$ cat src/rtl/i2c_pkg.sv
// Shared widths and FSM encoding for the I2C frame serializer.
package i2c_pkg;

    localparam int ADDR_W  = 7;
    localparam int DATA_W  = 8;
    localparam int FRAME_W = ADDR_W + DATA_W;

    typedef enum logic [1:0] {
        IDLE  = 2'd0,
        START = 2'd1,
        SHIFT = 2'd2,
        GAP   = 2'd3
    } state_t;

endpackage

$ cat src/rtl/i2c_frame_queue.sv
// Circular buffer of frame words; a push while full is dropped, pops from empty are ignored.
module i2c_frame_queue
    import i2c_pkg::*;
#(
    parameter int WIDTH = FRAME_W,
    parameter int DEPTH = 2
) (
    input  logic                     clk,
    input  logic                     rst,
    input  logic                     push,
    input  logic                     pop,
    input  logic [WIDTH-1:0]         din,
    output logic [WIDTH-1:0]         head,
    output logic                     full,
    output logic                     empty,
    output logic [$clog2(DEPTH):0]   level
);

    localparam int PW = $clog2(DEPTH);
    localparam logic [PW:0] DEPTH_L = (PW + 1)'(DEPTH);

    logic [WIDTH-1:0] mem [DEPTH];
    logic [PW-1:0]    wr_ptr;
    logic [PW-1:0]    rd_ptr;
    logic [PW:0]      count;
    logic             do_push;
    logic             do_pop;

    assign full    = (count == DEPTH_L);
    assign empty   = (count == '0);
    assign do_push = push && !full;
    assign do_pop  = pop && !empty;
    assign head    = mem[rd_ptr];
    assign level   = count;

    always_ff @(posedge clk) begin
        if (!rst) begin
            wr_ptr <= '0;
            rd_ptr <= '0;
            count  <= '0;
        end else begin
            if (do_push) wr_ptr <= wr_ptr + PW'(1);
            if (do_pop)  rd_ptr <= rd_ptr + PW'(1);
            case ({do_push, do_pop})
                2'b10:   count <= count + (PW + 1)'(1);
                2'b01:   count <= count - (PW + 1)'(1);
                default: count <= count;
            endcase
        end
    end

    always_ff @(posedge clk) begin
        if (do_push) mem[wr_ptr] <= din;
    end

endmodule

$ cat src/rtl/i2c_frame_serializer.sv
// Serializes queued {addr,data} words into wr_en-led, MSB-first 15-bit frames.
module i2c_frame_serializer
    import i2c_pkg::*;
#(
    parameter int QDEPTH     = 2,
    parameter int GAP_CYCLES = 2
) (
    input  logic              clk,
    input  logic              rst,
    input  logic              in_valid,
    output logic              in_ready,
    input  logic [ADDR_W-1:0] in_addr,
    input  logic [DATA_W-1:0] in_data,
    output logic              wr_en,
    output logic              addr_data,
    output logic              frame_done,
    output logic              busy
);

    localparam int CW = $clog2(FRAME_W);
    localparam int GW = (GAP_CYCLES > 1) ? $clog2(GAP_CYCLES) : 1;
    localparam int LW = $clog2(QDEPTH) + 1;
    localparam logic [LW-1:0] QDEPTH_L = LW'(QDEPTH);
    localparam logic [GW-1:0] GAP_INIT = (GAP_CYCLES > 0) ? GW'(GAP_CYCLES - 1) : '0;

    state_t             state, state_n;
    logic [FRAME_W-1:0] shreg, shreg_n;
    logic [CW-1:0]      cnt, cnt_n;
    logic [GW-1:0]      gcnt, gcnt_n;
    logic               wr_en_n, addr_data_n, frame_done_n, busy_n, in_ready_n;

    logic               q_push, q_pop, q_full, q_empty;
    logic [FRAME_W-1:0] q_head;
    logic [LW-1:0]      q_level, level_n;

    assign q_push = in_valid && in_ready;
    assign q_pop  = (state == IDLE) && !q_empty;

    i2c_frame_queue #(
        .WIDTH (FRAME_W),
        .DEPTH (QDEPTH)
    ) u_queue (
        .clk   (clk),
        .rst   (rst),
        .push  (q_push),
        .pop   (q_pop),
        .din   ({in_addr, in_data}),
        .head  (q_head),
        .full  (q_full),
        .empty (q_empty),
        .level (q_level)
    );

    always_comb begin
        state_n      = state;
        shreg_n      = shreg;
        cnt_n        = cnt;
        gcnt_n       = gcnt;
        wr_en_n      = 1'b0;
        addr_data_n  = 1'b0;
        frame_done_n = 1'b0;

        case (state)
            IDLE: begin
                if (!q_empty) begin
                    shreg_n = q_head;
                    wr_en_n = 1'b1;
                    state_n = START;
                end
            end
            START: begin
                cnt_n       = CW'(FRAME_W - 1);
                addr_data_n = shreg[FRAME_W-1];
                state_n     = SHIFT;
            end
            SHIFT: begin
                if (cnt == '0) begin
                    frame_done_n = 1'b1;
                    if (GAP_CYCLES == 0) begin
                        state_n = IDLE;
                    end else begin
                        gcnt_n  = GAP_INIT;
                        state_n = GAP;
                    end
                end else begin
                    cnt_n       = cnt - CW'(1);
                    addr_data_n = shreg[cnt_n];
                end
            end
            GAP: begin
                if (gcnt == '0) state_n = IDLE;
                else            gcnt_n  = gcnt - GW'(1);
            end
            default: state_n = IDLE;
        endcase

        // Post-edge occupancy keeps in_ready and busy registered yet current.
        level_n = q_level;
        if (q_push && !q_full) level_n = level_n + LW'(1);
        if (q_pop)             level_n = level_n - LW'(1);
        in_ready_n = (level_n != QDEPTH_L);
        busy_n     = (state_n != IDLE) || (level_n != '0);
    end

    always_ff @(posedge clk) begin
        if (!rst) begin
            state      <= IDLE;
            shreg      <= '0;
            cnt        <= '0;
            gcnt       <= '0;
            wr_en      <= 1'b0;
            addr_data  <= 1'b0;
            frame_done <= 1'b0;
            busy       <= 1'b0;
            in_ready   <= 1'b0;
        end else begin
            state      <= state_n;
            shreg      <= shreg_n;
            cnt        <= cnt_n;
            gcnt       <= gcnt_n;
            wr_en      <= wr_en_n;
            addr_data  <= addr_data_n;
            frame_done <= frame_done_n;
            busy       <= busy_n;
            in_ready   <= in_ready_n;
        end
    end

endmodule

$ cat config.mk
export PLATFORM = sky130hd
export DESIGN_NAME = i2c_frame_serializer
export DESIGN_NICKNAME = d
export VERILOG_FILES = /design/src/rtl/i2c_pkg.sv /design/src/rtl/i2c_frame_queue.sv /design/src/rtl/i2c_frame_serializer.sv
export SDC_FILE = /design/constraint.sdc
export NUM_CORES = 1
export LEC_CHECK = 0
export CORE_AREA = 5 5 115 63
export DETAILED_ROUTE_END_ITERATION = 12
export DIE_AREA = 0 0 120 68
export PLACE_DENSITY_LB_ADDON = 0.25
export SLEW_MARGIN = 20
export SYNTH_ARGS = -nofsm -noshare
export SYNTH_HDL_FRONTEND = slang
export SYNTH_HIERARCHICAL = 1
export SYNTH_SLANG_ARGS = --single-unit
$ cat constraint.sdc
create_clock -name clk -period 2.45 [get_ports clk]
set_input_delay 0.49 -clock clk [delete_from_list [all_inputs] [get_ports clk]]
set_output_delay 0.49 -clock clk [all_outputs]
set_load 0.1 [all_outputs]
==> flow_metrics.tcl <==
set metrics [dict create \
    die_x_microns 120 \
    first_global_vias 1687 \
    cts-buffers-inserted 9 \
    post_cts.repair.setup_buffers 0 \
    grt_pass1_wl_microns 8038 \
    worstRegToRegCells 8 \
    wire_per_inst_microns 13.55 \
    cts_sinks 62 \
    p_switching_w 0.001021 \
    slowest_delay_ns 0.36 \
    cp_slowest_cell "dfxtp_1" \
    max-clock-path-buffers 2 \
    nNetsFinal 277 \
    drt_iter0_markers 70 \
    swShare_pct 29.95 \
    slew-limit-headroom_pct 55.66 \
    maxCapViolations 0 \
    htreeDepth 3 \
    crit_arrival_ns 2.34 \
    gp_congestion 0.7994 \
    hold_class "flop to flop" \
    clkPwrFrac_pct 34.3 \
    synthCells 223 \
    routed_wl_microns 4566 \
    yosys.area.top_type_share_pct 34.25 \
    final_cell_mix "35 x nand2_1, 32 x dfxtp_1, 30 x edfxtp_1" \
    vias 1677 \
    irDropWorstVdd_mv 0.4364 \
    io-pin-count 23 \
    synth_warnings 6 \
    syn_area_sq_um 2630 \
    ys_seq_area_share_pct 58.61 \
    cts-resized-gates 0 \
    internal_power_w 0.002388 \
    dieArea_sq_um 8160 \
    p_leak_nw 1.167 \
    seqPwrFrac_pct 39.4 \
    finalSetupTns_ns 0 \
    avgSynthCellArea_sq_um 11.79 \
    comb_power_share_pct 26.2 \
    startpoint "state[0]$_SDFF_PN0_" \
    synth.distinct_cells 47 \
    port_buffers 22 \
    critical_path.max_fanout 9 \
    drv_slew 0 \
    worstPathCellList "inv_1 > ha_1 > nand2b_1 > clkinv_1 > o21a_1 > ha_1 > or3_1 > a21boi_1" \
    status "finished, final reports clean" \
    clk_latency_ns 0.33 \
    cpMostUsedCell "ha_1" \
    rrSetupSlack_ns 0.37 \
    core_sq_um 6280 \
    drive_gt1_share_pct 15.56 \
    hold_violations 0 \
    grt_overflow 0 \
    timing_worst_slew_pin_value_ns 0.6642 \
    n_antenna_cell 0 \
    setup_viol 0 \
    worstReg2RegStart "state[0]$_SDFF_PN0_" \
    drc 0 \
    yosys-top-cells-area "edfxtp_1 34%, dfxtp_1 24%, nand2_1 5.0%" \
    ys_seq_elements 62 \
    grt_max_degree 21 \
    firstDrtPassIters 4 \
    crit_required_ns 2.71 \
    fin_util_pct 51.13 \
    syn2layout_area_growth_pct 22.07 \
    hold_buffers 0 \
    ant_nets 0 \
    reg2reg_to "u_queue/level[1]$_SDFFE_PN0P_" \
    async_flop_share_pct 0 \
    cts_root_buffer "clkbuf_16" \
    antenna_found_initial 0 \
    syn_nets 248 \
    period_minus_slack_ns 2.076 \
    fin_crit_sh_pct 84.75 \
    endpoint_kind "flop" \
    layout_commonest_cell "nand2_1" \
    synth_edf_count 30 \
    synth_ff_type "dfxtp_1" \
    endpoint "u_queue/level[1]$_SDFFE_PN0P_" \
    grt.total_usage_pct 13.30 \
    hpwl_microns 3288 \
    initial_core_util_pct 41.88 \
    viasPerCell 4.976 \
    rows 21 \
    start_kind "flop" \
    crit_type "flop to flop" \
    cts_tree "done" \
    synth_area_leader_cell "edfxtp_1" \
    fin_skew_ns 0.002920 \
    p_per_area_nw_per_um2 1062 \
    fmax_mhz 481.6 \
    rsz0062_at_grt "no" \
    die_y_microns 68 \
    clk_pin_slew_ns 0.05 \
]
[sequential cells by signal (all words and copies together) (netlist names), named ones only]
register and flops:
shreg 15, cnt 4, u_queue/wr_ptr 1, u_queue/level 2
u_queue/rd_ptr 1, busy 1, u_queue/mem 30, addr_data 1
gcnt 1, state 2, frame_done 1, wr_en 1
in_ready 1
[power by group through the flow]
stage                     clock, W  combinational (W)  sequential, W
final                      0.00117           0.000895        0.00134
after global routing       0.00125            0.00101        0.00137
after CTS                  0.00121           0.000903        0.00135
after detailed placement         0           0.000899        0.00137
after global placement           0           0.000891        0.00136
after floorplan                  0           0.000603        0.00144
[worst min-delay path by stage]
stage / slack (ns) / cells after the start / from / end
after detailed placement: 0.45 / 2 / shreg[9]$_SDFFE_PN0N_ / shreg[9]$_SDFFE_PN0N_
after floorplan: 0.43 / 2 / shreg[2]$_SDFFE_PN0N_ / shreg[2]$_SDFFE_PN0N_
after CTS: 0.45 / 2 / shreg[9]$_SDFFE_PN0N_ / shreg[9]$_SDFFE_PN0N_
final: 0.45 / 2 / shreg[0]$_SDFFE_PN0N_ / shreg[0]$_SDFFE_PN0N_
after global placement: 0.44 / 2 / shreg[9]$_SDFFE_PN0N_ / shreg[9]$_SDFFE_PN0N_
after global routing: 0.48 / 2 / shreg[1]$_SDFFE_PN0N_ / shreg[1]$_SDFFE_PN0N_
[synth_stat cells, types with 3 or more instances]
cell / count
xnor2_1: 5
a21oi_1: 19
or3_1: 3
nor2b_1: 4
and2_1: 5
ha_1: 7
nand2_1: 35
nor2_1: 4
edfxtp_1: 30
clkbuf_1: 4
dfxtp_1: 32
mux2_2: 11
o21ai_0: 8
inv_1: 9
mux2_1: 4
mux4_1: 3
o211ai_1: 3
[cell families (layout without fill, tap and decap cells)]
| kind of cell | count (synthesis) | in the layout | synth area share, % |
|---|---|---|---|
| buf+inv | 21 | 55 | 3.662 |
| compound gates | 42 | 42 | 9.515 |
| fa+ha+maj | 7 | 7 | 3.330 |
| mux | 20 | 20 | 10.18 |
| simple gates | 64 | 64 | 12.08 |
| flops | 62 | 62 | 58.61 |
| xor+xnor | 7 | 7 | 2.617 |
[metal layers]
metal | track usage, % | vias to the layer above | part of all wire, %
li1 | - | 852 | -
met1 | 17.73 | 787 | 55
met2 | 18.03 | 28 | 38
met3 | 5.863 | 10 | 5.5
met4 | 7.275 | 0 | 1.7
met5 | 0 | - | 0
[layout make-up]
type,count,area (sq um)
clock buffers,15,277.8
flip-flops and latches,62,1541
clock inverters,1,5.005
inverters,11,41.29
multi-input cells,140,992.2
well taps,80,100.1
fillers,555,3069
repair buffers,28,252.7
[critical path: cells and delay by family (launching register included)]
family | cells | cell delay, ns
fa+ha+maj | 2 | 0.52
compound gates | 2 | 0.29
buf+inv | 2 | 0.24
simple gates | 2 | 0.60
flops | 1 | 0.36
[stage by stage]
stage / setup WS [ns] / area [sq um] / instances / power (W) / hold WS [ns]
after global routing: 0.1596 / 3211 / 337 / 0.003632 / 0.4802
after CTS: 0.3715 / 3211 / 337 / 0.003456 / 0.4543
after global placement: 0.3289 / 2928 / 321 / 0.002256 / 0.4415
final: 0.3737 / 3211 / 337 / 0.003410 / 0.4528
after floorplan: 0.1623 / 2630 / 223 / 0.002047 / 0.4315
after detailed placement: 0.2787 / 2928 / 321 / 0.002266 / 0.4471
Power figures use the tool's default switching activity.
